$ cat src/rtl/ts_pkg.sv
// Shared constants, FSM state type and sizing helper for the TS packet arbiter.
package ts_pkg;

   localparam logic [7:0] SYNC_BYTE = 8'h47;
   localparam int         PKT_LEN   = 188;

   typedef enum logic {
      IDLE,
      XFER
   } state_t;

   function automatic int clog2(input int n);
      int r;
      r = 0;
      while ((1 << r) < n) r++;
      return r;
   endfunction

endpackage

$ cat src/rtl/rr_arbiter.sv
// Combinational round-robin picker: first eligible channel after last_gnt, wrapping.
module rr_arbiter #(
   parameter int N_CH = 4,
   parameter int IW   = $clog2(N_CH)
) (
   input  logic [N_CH-1:0] eligible,
   input  logic [IW-1:0]   last_gnt,
   output logic [N_CH-1:0] next_gnt
);

   logic found;

   // Offsets are scanned nearest-first; constant indices keep the search shallow.
   always_comb begin
      next_gnt = '0;
      found    = 1'b0;
      for (int k = 1; k <= N_CH; k++) begin
         for (int i = 0; i < N_CH; i++) begin
            if (!found && eligible[i] &&
                ((int'(last_gnt) + k == i) || (int'(last_gnt) + k == i + N_CH))) begin
               next_gnt[i] = 1'b1;
               found       = 1'b1;
            end
         end
      end
   end

endmodule

$ cat src/rtl/ts_packet_arbiter.sv
// Packet-atomic round-robin arbiter: streams whole TS packets from N_CH channels
// onto one registered byte bus with backpressure, sync checking and packet counters.
module ts_packet_arbiter #(
   parameter int         N_CH      = 4,
   parameter int         PKT_LEN   = ts_pkg::PKT_LEN,
   parameter int         CNT_W     = 16,
   parameter logic [7:0] SYNC_BYTE = ts_pkg::SYNC_BYTE
) (
   input  logic                  clk,
   input  logic                  rst,
   input  logic [N_CH-1:0]       ch_en,
   input  logic [N_CH-1:0]       req,
   input  logic [8*N_CH-1:0]     in_data,
   output logic [N_CH-1:0]       rd,
   output logic [N_CH-1:0]       gnt,
   output logic                  busy,
   output logic [7:0]            out_data,
   output logic                  out_valid,
   output logic                  out_sop,
   output logic                  out_eop,
   input  logic                  out_ready,
   output logic                  sync_err,
   output logic [CNT_W*N_CH-1:0] pkt_cnt
);

   import ts_pkg::*;

   localparam int            BW        = clog2(PKT_LEN + 1);
   localparam int            IW        = $clog2(N_CH);
   localparam logic [BW-1:0] LAST_BYTE = BW'(PKT_LEN - 1);
   localparam logic [BW-1:0] LEN_C     = BW'(PKT_LEN);
   localparam logic [IW-1:0] LAST_CH   = IW'(N_CH - 1);

   state_t            state, state_nxt;
   logic [BW-1:0]     byte_cnt;
   logic [IW-1:0]     last_gnt, g_idx;
   logic [N_CH-1:0]   eligible, next_gnt;
   logic [7:0]        sel_byte;
   logic              adv, rd_en, last_rd;
   logic [CNT_W-1:0]  cnt_q [N_CH];

   assign eligible = req & ch_en;
   assign adv      = !out_valid || out_ready;
   assign last_rd  = rd_en && (byte_cnt == LAST_BYTE);

   rr_arbiter #(.N_CH(N_CH), .IW(IW)) u_rr (
      .eligible (eligible),
      .last_gnt (last_gnt),
      .next_gnt (next_gnt)
   );

   // Grant is one-hot, so OR-reducing the gated lanes selects the head byte.
   always_comb begin
      g_idx    = '0;
      sel_byte = '0;
      for (int i = 0; i < N_CH; i++) begin
         if (gnt[i]) begin
            g_idx    = IW'(i);
            sel_byte = sel_byte | in_data[8*i +: 8];
         end
      end
   end

   always_ff @(posedge clk or negedge rst) begin
      if (!rst) state <= IDLE;
      else      state <= state_nxt;
   end

   always_comb begin
      state_nxt = state;
      case (state)
         IDLE: if (|eligible) state_nxt = XFER;
         XFER: if (last_rd)   state_nxt = IDLE;
         default: state_nxt = IDLE;
      endcase
   end

   always_comb begin
      busy  = (state == XFER);
      rd_en = busy && adv && (byte_cnt < LEN_C);
      rd    = rd_en ? gnt : '0;
   end

   // The output register only moves when the downstream slot is free.
   always_ff @(posedge clk or negedge rst) begin
      if (!rst) begin
         gnt       <= '0;
         byte_cnt  <= '0;
         last_gnt  <= LAST_CH;
         out_data  <= '0;
         out_valid <= 1'b0;
         out_sop   <= 1'b0;
         out_eop   <= 1'b0;
         sync_err  <= 1'b0;
         for (int c = 0; c < N_CH; c++) cnt_q[c] <= '0;
      end else begin
         sync_err <= rd_en && (byte_cnt == '0) && (sel_byte != SYNC_BYTE);
         if (state == IDLE && |eligible) begin
            gnt      <= next_gnt;
            byte_cnt <= '0;
         end
         if (rd_en) begin
            out_data  <= sel_byte;
            out_valid <= 1'b1;
            out_sop   <= (byte_cnt == '0);
            out_eop   <= (byte_cnt == LAST_BYTE);
            byte_cnt  <= byte_cnt + 1'b1;
         end else if (adv) begin
            out_valid <= 1'b0;
         end
         if (last_rd) begin
            gnt      <= '0;
            last_gnt <= g_idx;
            for (int c = 0; c < N_CH; c++) begin
               if (gnt[c]) cnt_q[c] <= cnt_q[c] + 1'b1;
            end
         end
      end
   end

   for (genvar c = 0; c < N_CH; c++) begin : g_cnt
      assign pkt_cnt[CNT_W*c +: CNT_W] = cnt_q[c];
   end

endmodule
$ cat config.mk
export PLATFORM = sky130hd
export DESIGN_NAME = ts_packet_arbiter
export DESIGN_NICKNAME = d
export VERILOG_FILES = /design/src/rtl/ts_pkg.sv /design/src/rtl/rr_arbiter.sv /design/src/rtl/ts_packet_arbiter.sv
export SDC_FILE = /design/constraint.sdc
export NUM_CORES = 1
export LEC_CHECK = 0
export BUFFER_PORTS_ARGS = -buffer_cell sky130_fd_sc_hd__clkbuf_2
export CORE_MARGIN = 2
export CORE_UTILIZATION = 47
export DETAILED_ROUTE_END_ITERATION = 6
export PLACE_DENSITY = 0.87
export SLEW_MARGIN = 20
export SYNTH_ARGS = -nofsm -noshare
export SYNTH_HDL_FRONTEND = slang
export SYNTH_HIERARCHICAL = 1
export SYNTH_SLANG_ARGS = --single-unit
$ cat constraint.sdc
create_clock -name clk -period 1.7 [get_ports clk]
set_input_delay 0.34 -clock clk [delete_from_list [all_inputs] [get_ports clk]]
set_output_delay 0.34 -clock clk [all_outputs]
set_load 0.005 [all_outputs]
==> After elaboration in Yosys (flattened, before gate mapping) <==
Index checks and enable logic that the tools add are counted.
{ "word_totals": {"register_bits": 91, "input_bits": 43, "output_inout_bits": 85} }
{ "op_classes": {"addsub": 9, "n_lt_le_gt_ge": 1, "eq_ne": 30, "n_mux": 47, "n_bitwise": 5, "n_reduce_logical": 83} }
{ "ops": {"columns": ["operator", "n"], "rows": [
  ["$eq A32 B4 Y1 const B", 16],
  ["$eq A32 B3 Y1 const B", 8],
  ["$eq A32 B2 Y1 const B", 4],
  ["$logic_not A32 Y1", 4],
  ["$add A16 B1 Y16 const B", 4],
  ["$mux W8", 6],
  ["$logic_and A1 B1 Y1", 37],
  ["$mux W1", 35],
  ["$or A8 B8 Y8", 3],
  ["$logic_or A1 B1 Y1", 17],
  ["$logic_not A1 Y1", 16],
  ["$mux W4", 3],
  ["$add A8 B1 Y8 const B", 1],
  ["$eq A8 B8 Y1 const B", 1],
  ["$logic_not A8 Y1", 1],
  ["$lt A8 B8 Y1 const B", 1],
  ["$ne A8 B7 Y1 const B", 1],
  ["$reduce_and A2 Y1", 4],
  ["$add A2 B2 Y3 const B", 2],
  ["$reduce_bool A2 Y1", 3],
  ["$add A2 B3 Y4 const B", 1],
  ["$and A4 B4 Y4", 1],
  ["$mux W2", 2],
  ["$reduce_or A4 Y1", 1],
  ["other kinds (3)", 3]
]} }

==> Depth between registers and ports, before layout <==
Gate-level depths: netlist (run 1).
{ "logic_depth": {"ltp_word": 67, "ltp_mapped": 7} }

==> Hierarchy <==
Netlist (run 1), hierarchy kept.
{ "by_module_without_submodules": {"columns": ["mod", "instances", "cells_each", "area_each_um2"], "rows": [
  ["ts_packet_arbiter", 1, 405, 4335.4],
  ["rr_arbiter", 1, 16, 97.6]
]} }

==> Least setup slack after synthesis (run 1) <==
OpenSTA, ideal clock, no wires.
{ "synth_timing": {"kind": "reg-to-output", "start": "register byte_cnt[3]", "end": "output rd[0]", "t_arrival_ps": 1532, "slack_ps": -172, "stages_incl_launch_ff": 6, "cell_sequence": "dfrtp_1 -> and3_1 -> and3_1 -> a211oi_2 -> clkbuf_1 -> and2_1"} }
{ "synth_between": {"elab_chain_cells": 3} }
{ "synth_lines": {"columns": ["item", "line", "rtl"], "rows": [
  ["start: declaration", "ts_packet_arbiter.sv:35", "logic [BW-1:0] byte_cnt;"],
  ["start signal: assignment", "ts_packet_arbiter.sv:107", "byte_cnt <= byte_cnt + 1'b1;"],
  ["$lt A8 B8 Y1", "ts_packet_arbiter.sv:80", "rd_en = busy && adv && (byte_cnt < LEN_C);"],
  ["$logic_and A1 B1 Y1", "ts_packet_arbiter.sv:80", null],
  ["$mux W4", "ts_packet_arbiter.sv:81", "rd = rd_en ? gnt : '0;"],
  ["end: declaration", "ts_packet_arbiter.sv:14", "output logic [N_CH-1:0] rd,"]
]} }
Every way passes these cells.

==> Final worst setup path (run 1) <==
{ "layout_timing": {"start": "register byte_cnt[2]", "end": "output rd[0]"} }
The elaborated chain is that of the path after synthesis.

==> impl_metrics.py, run 1 <==
metrics = {
    "status": {
        "status": "finished, violations left",
        "violations": "setup timing",
    },
    "pwr": {
        "p_leak_nw": 3.41,
        "power.total_w": 0.00641,
        "power_density_mw_per_mm2": 969,
        "ir_worst_vdd_mv": 0.542,
    },
    "cts": {
        "clockBufferDepth": 2,
        "clockRootBuffer": "clkbuf_8",
        "cts_inserted_buffers": 9,
        "cts_tree": "yes",
        "h-tree-depth": 3,
        "clock_sinks": 91,
        "insertion_delay_ns": 0.37,
        "cts.clk_slew.worst_paths_ns": 0.08,
    },
    "logic_synthesis": {
        "synth-seq-area-share": 0.514,
        "synth_top_flop_cell": "dfrtp_1",
        "synth_nets": 470,
        "netlist_instances": 421,
        "synth_cell_types": 50,
        "syn_area_sq_mm": 0.00443,
        "synth_edf_count": 0,
        "synth-seq-cells": 91,
        "synth.avg_cell_area_sq_um": 10.5,
        "async_flop_share": 1.00,
        "yosys_warnings": 6,
    },
    "timing": {
        "worstMarginPinSlew_ns": 0.418,
        "fin_hold_ws_ns": 0.287,
        "hold_viol_final": 0,
        "setup_ws_ns": -0.415,
        "post-route-period-util": 1.24,
        "fin_skew_ns": 0.00870,
        "fin_crit_ns": 2.12,
        "rsz0062_at_grt": "true",
        "final_max_slew_viol_count": 0,
        "setup_viol_count_final": 36,
        "max_clock_freq_ghz": 0.473,
        "max_slew_margin": 0.719,
        "fin_setup_tns_ns": -3.08,
    },
    "routing": {
        "finalWirelength_mm": 14.2,
        "drtAntennaViolNets": 0,
        "dr.pass1.iters": 5,
        "avgRoutedWirePerCell_um": 18.9,
        "drtIter0Drc": 274,
        "avgViaCountPerCell": 5.65,
        "vias": 4227,
        "drc": 0,
    },
    "setup_path": {
        "path_common_cell": "and3_4",
        "critPathSlowestCell": "dfrtp_1",
        "start_kind": "flip-flop",
        "crit_chain": "and3_4, and3_4, a211oi_4, and2_4, buf_6",
        "required_ns": 1.36,
        "crit_arrival_ns": 1.78,
        "critPathKind": "reg2out",
        "cp_max_fo": 5,
        "critPathMaxStageDelay_ns": 0.39,
        "crit_path_end_kind": "output port",
    },
    "final_layout": {
        "layout-area-overhead-vs-synth_pct": 49.1,
        "final_cells": 748,
        "layout-drive-gt1-share": 0.477,
        "fillers": 614,
        "nNetsFinal": 681,
        "diodes": 0,
    },
    "place": {
        "port_buffers": 127,
        "hpwl_mm": 9.12,
        "dp_slack_ns": -0.131,
        "routabilityCongestion": 0.963,
        "dp_cells": 708,
    },
    "global_route": {
        "antenna_found_initial": 0,
        "grt_pass1_vias": 4031,
        "grt_pass1_wl_mm": 19.8,
        "grt_use_total": 0.252,
        "grt-ovfl-total": 0,
        "grt_max_degree": 28,
    },
    "floorplanning": {
        "core_area_sq_mm": 0.00920,
        "die_width_um": 101,
        "start_util": 0.482,
        "die_area_sq_mm": 0.0102,
        "die_y_um": 101,
        "io_pins": 128,
        "rows": 35,
    },
    "flow_run": {
        "cap_viol_max_count": 0,
    },
    "hold_path": {
        "hold_class": "in2reg",
    },
}
-- power breakdown --
group	leakage [nW]	switching (W)	internal [W]	total, W
clock	0.117	0.000786	0.00102	0.00181
combinational	2.09	0.000983	0.00100	0.00199
sequential	1.20	0.000238	0.00238	0.00262
-- state kept, by name, indices dropped and copies added (netlist names) --
register and count:
sync_err 1, busy 1, last_gnt 2, out_valid 1, byte_cnt 8, out_data 8
gnt 4, out_eop 1, out_sop 1, pkt_cnt 64
-- worst max-delay path: cells and delay by family (launching register included) --
| family | cells | cell delay (ns) |
|---|---|---|
| flops | 1 | 0.39 |
| simple gates | 3 | 0.60 |
| buf+inv | 1 | 0.09 |
| compound gates | 1 | 0.33 |
-- cell type report --
type                    count  area, sq um  share of cell area
inverters                  14         52.6             0.00795
multi-input cells         304         2500               0.379
repair buffers            212         1390               0.210
clock inverters             4         97.6              0.0148
flip-flops and latches     91         2290               0.346
clock buffers              12          145              0.0220
well taps                 111          139              0.0210
-- timing repair --
action,CTS,global route
hold endpoints to repair,21,0
resized for setup,36,65
setup endpoints to repair,47,55
hold buffers,1,0
pin swaps,19,37
buffers inserted,14,13
-- path summary, 6_finish.rpt --
path / endpoint / start / slack, ns / depth (start not counted)
worst max-delay path: rd[0] / byte_cnt[2]$_DFFE_PN0P_ / -0.42 / 5
worst min-delay path: out_valid$_DFFE_PN0P_ / out_ready / 0.29 / 3
worst max register to register: byte_cnt[4]$_DFFE_PN0P_ / byte_cnt[2]$_DFFE_PN0P_ / -0.15 / 7
worst min register to register: pkt_cnt[15]$_DFFE_PN0P_ / pkt_cnt[15]$_DFFE_PN0P_ / 0.47 / 1
max in group asynchronous: pkt_cnt[10]$_DFFE_PN0P_ / rst / 0.72 / 3
min in group asynchronous: pkt_cnt[46]$_DFFE_PN0P_ / rst / 0.44 / 2
-- through the flow --
stage                util  instance area [sq um]
global placement    0.617                   5680
finish              0.719                   6610
detailed placement  0.617                   5680
floorplan               -                   4500
global route        0.719                   6610
CTS                 0.673                   6180
-- per-layer routing --
layer  wire length [um]  share of wire  GRT usage
met1               5710           0.40      0.329
met2               7230           0.51      0.418
met3                730          0.052     0.0395
met4                484          0.034      0.112
met5                  0              0          0
-- synthesized netlist by cell type, types with 8 or more instances --
master / number / share of area
xor2_1: 19 / 0.038
dfrtp_1: 89 / 0.50
nor4_1: 9 / 0.013
nand2_1: 45 / 0.038
o21ai_0: 9 / 0.010
a22o_1: 8 / 0.016
inv_1: 14 / 0.012
nor2_1: 25 / 0.021
nand3_1: 34 / 0.038
nor3_1: 9 / 0.010
xnor2_1: 42 / 0.083
and3_1: 18 / 0.025
clkbuf_1: 8 / 0.0068
nand4_1: 8 / 0.011
-- cells in the final DEF, fill, tap and decap left out, types with 10 or more instances in the layout --
master / n
buf_4: 69
nor2_1: 18
buf_6: 11
clkbuf_8: 10
nand2_1: 40
and3_1: 11
dfrtp_1: 84
inv_1: 14
xor2_1: 19
xnor2_1: 39
clkbuf_2: 124
nand3_1: 27
-- cell families (layout without fill, tap and decap cells) --
family	count (synthesis)	in the layout	share of synthesized area
adder cells (fa/ha/maj)	6	6	0.0169
XOR/XNOR	61	61	0.121
AO/OA/AOI/OAI	51	51	0.0883
flip-flops	91	91	0.514
multiplexers	10	10	0.0240
buffers and inverters	26	242	0.0231
AND/OR/NAND/NOR	176	176	0.213
(Power assumes the default switching activity.)
==> inputs of run 2 (changes only) <==
--- a/config.mk
+++ b/config.mk
@@ -5,11 +5,12 @@
 export SDC_FILE = /design/constraint.sdc
 export NUM_CORES = 1
 export LEC_CHECK = 0
+export ABC_AREA = 1
 export BUFFER_PORTS_ARGS = -buffer_cell sky130_fd_sc_hd__clkbuf_2
 export CORE_MARGIN = 2
-export CORE_UTILIZATION = 47
+export CORE_UTILIZATION = 50
 export DETAILED_ROUTE_END_ITERATION = 6
-export PLACE_DENSITY = 0.87
+export PLACE_DENSITY = 0.89
 export SLEW_MARGIN = 20
 export SYNTH_ARGS = -nofsm -noshare
 export SYNTH_HDL_FRONTEND = slang
==> impl_metrics.py, run 2 <==
metrics = {
    "status": {
        "status": "finished, violations left",
        "violations": "setup timing",
    },
    "final_layout": {
        "layout_commonest_cell": "nand2_1",
        "nNetsFinal": 1031,
        "diodes": 0,
        "largest_reg_flops": 64,
        "layout-drive-gt1-share": 0.241,
        "layout_common_cells": "386 x nand2_1, 126 x clkbuf_2, 88 x dfrtp_1, 76 x nor2_1, 55 x inv_1",
        "utilization": 0.667,
        "layout-area-overhead-vs-synth_pct": 29.4,
    },
    "timing": {
        "fin_skew_ns": 0.00961,
        "setup_viol_count_final": 9,
        "max_slew_margin": 0.645,
        "final_max_slew_viol_count": 0,
        "max_clock_freq_ghz": 0.524,
        "rsz0062_at_grt": "true",
        "fin_crit_ns": 1.91,
        "fin_hold_ws_ns": 0.205,
        "setup_ws_ns": -0.209,
        "hold_viol_final": 0,
        "post-route-period-util": 1.12,
        "worstMarginPinSlew_ns": 0.533,
    },
    "cts": {
        "insertion_delay_ns": 0.35,
        "cts_inserted_buffers": 9,
        "clockBufferDepth": 2,
        "clock_sinks": 91,
        "clockRootBuffer": "clkbuf_16",
        "h-tree-depth": 3,
        "cts_tree": "yes",
        "cts.clk_slew.worst_paths_ns": 0.07,
    },
    "global_route": {
        "grt_use_total": 0.252,
        "grt_max_degree": 49,
        "grt_pass1_wl_mm": 24.0,
        "antenna_found_initial": 0,
        "grt-ovfl-total": 0,
        "grt_pass1_vias": 5259,
    },
    "setup_path": {
        "critPathSlowestCell": "dfstp_2",
        "crit_arrival_ns": 2.18,
        "path_common_cell": "nor2_4",
        "critPathKind": "reg2reg",
        "cp_top_family": "simple AND/OR/NAND/NOR gates",
        "start_kind": "flip-flop",
        "critPathMaxStageDelay_ns": 0.59,
        "required_ns": 1.97,
        "cp_max_fo": 5,
        "crit_chain": "inv_2, nand3_2, nand3_2, nor2_4, nand4_4, nor2_4, nand4_4, nor2_4, buf_4, nand4_1, nand2_1, o21ai_1, nor2_1",
        "critical_path_buf_inv_count": 2,
        "crit_path_end_kind": "flip-flop",
    },
    "floorplanning": {
        "core_area_sq_mm": 0.0109,
        "die_y_um": 110,
        "rows": 38,
        "die_area_sq_mm": 0.0121,
        "die_width_um": 110,
        "io_pins": 128,
        "start_util": 0.515,
    },
    "routing": {
        "avgRoutedWirePerCell_um": 13.4,
        "drtIter0Drc": 468,
        "avgViaCountPerCell": 5.14,
        "drc": 0,
        "drtAntennaViolNets": 0,
        "finalWirelength_mm": 15.1,
        "vias": 5792,
        "dr.pass1.iters": 5,
    },
    "logic_synthesis": {
        "synth-adder-area-share": 0.0133,
        "synth_top_family_by_area": "simple AND/OR/NAND/NOR gates",
        "yosys-top-cells-area": "dfrtp_1 40%, nand2_1 26%, nor2_1 5.3%, xnor2_1 3.9%, inv_1 3.8%",
        "async_flop_share": 1.00,
        "synth_top_area_share": 0.395,
        "synth_cell_types": 34,
        "syn_area_sq_mm": 0.00564,
        "synth.avg_cell_area_sq_um": 7.00,
        "yosys_warnings": 6,
        "synth-seq-cells": 91,
        "yosysMostFrequentCell": "nand2_1",
        "synth_top_flop_cell": "dfrtp_1",
        "synthXorXnorAreaFrac": 0.0668,
        "synth_nets": 854,
        "yosys-top-cells-count": "388 x nand2_1, 89 x dfrtp_1, 79 x nor2_1",
        "synth_compound_area_frac": 0.0329,
        "yosys.area.top_type": "dfrtp_1",
        "synthSimpleGateAreaFrac": 0.420,
        "synth.area.mux_share": 0,
        "synth_edf_count": 0,
        "synth-seq-area-share": 0.405,
        "netlist_instances": 805,
    },
    "pwr": {
        "power_density_mw_per_mm2": 747,
        "power.total_w": 0.00545,
        "p_leak_nw": 3.91,
        "ir_worst_vdd_mv": 0.451,
    },
    "flow_run": {
        "cap_viol_max_count": 0,
    },
    "place": {
        "routabilityCongestion": 0.936,
        "port_buffers": 127,
        "hpwl_mm": 10.3,
    },
    "hold_path": {
        "hold_class": "in2reg",
    },
}
[run 2: cell types whose count changed in the layout (fill, tap and decap cells not counted), moves of 9 or more]
cell,delta
nor2_1,+58
clkbuf_16,+9
o21ai_0,+13
buf_4,-25
nor4_4,-9
nand3_1,+9
nand4_1,+13
xnor2_1,-14
clkbuf_8,-10
nand2_1,+346
buf_6,-10
inv_1,+41
and3_1,-11
[run 2: through the flow]
stage | instances | TNS [ns] | setup WS [ns] | cell area, sq um
floorplan | 805 | -0.0369 | -0.0362 | 5650
global placement | 1089 | -0.395 | -0.129 | 6650
detailed placement | 1089 | -0.530 | -0.174 | 6650
CTS | 1114 | -0.846 | -0.172 | 7080
global route | 1127 | -2.71 | -0.349 | 7290
finish | 1127 | -1.04 | -0.209 | 7290
[run 2: cell type report]
cell class / instances / area [sq um]
Inverter: 61 / 230
Timing Repair Buffer: 180 / 1140
Clock inverter: 7 / 121
Sequential cell: 91 / 2280
Tap cell: 140 / 175
Multi-Input combinational cell: 639 / 3120
Clock buffer: 9 / 225
Fill cell: 938 / 3640
[run 2: worst paths after layout]
| check | from | to | slack, ns | cells past startpoint |
|---|---|---|---|---|
| max | last_gnt[1]$_DFFE_PN1P_ | gnt[3]$_DFFE_PN0P_ | -0.21 | 13 |
| min | out_ready | out_valid$_DFFE_PN0P_ | 0.21 | 2 |
| min reg2reg | out_data[1]$_DFFE_PN0P_ | out_data[1]$_DFFE_PN0P_ | 0.49 | 2 |
| min in group asynchronous | rst | pkt_cnt[22]$_DFFE_PN0P_ | 0.44 | 2 |
| max reg2reg | last_gnt[1]$_DFFE_PN1P_ | gnt[3]$_DFFE_PN0P_ | -0.21 | 13 |
| max in group asynchronous | rst | byte_cnt[6]$_DFFE_PN0P_ | 0.65 | 3 |
[run 2: power by group]
| part | switching (W) | internal [W] |
|---|---|---|
| sequential | 0.0000862 | 0.00227 |
| clock | 0.000897 | 0.00145 |
| combinational | 0.000415 | 0.000335 |
[run 2: logic make-up after synthesis]
| family | Yosys count |
|---|---|
| DFF | 91 |
| adders and majority gates | 6 |
| AOI/OAI and AO/OA | 35 |
| buffers and inverters | 76 |
| and+or+nand+nor | 554 |
| xor gates and xnor gates | 43 |
[run 2: what timing repair did]
item	CTS	global route
setup endpoints to repair	9	60
hold buffers	1	0
setup buffers	8	12
endpoints found under the hold margin	20	0
resized for setup	11	17
pin swaps	10	15
gates cloned	0	1
[run 2: metal layers]
metal | track usage | vias to the layer above | wire length, um
li1 | - | 2861 | -
met1 | 0.320 | 2700 | 6600
met2 | 0.439 | 194 | 7400
met3 | 0.0376 | 37 | 780
met4 | 0.0884 | 0 | 362
met5 | 0 | - | 0
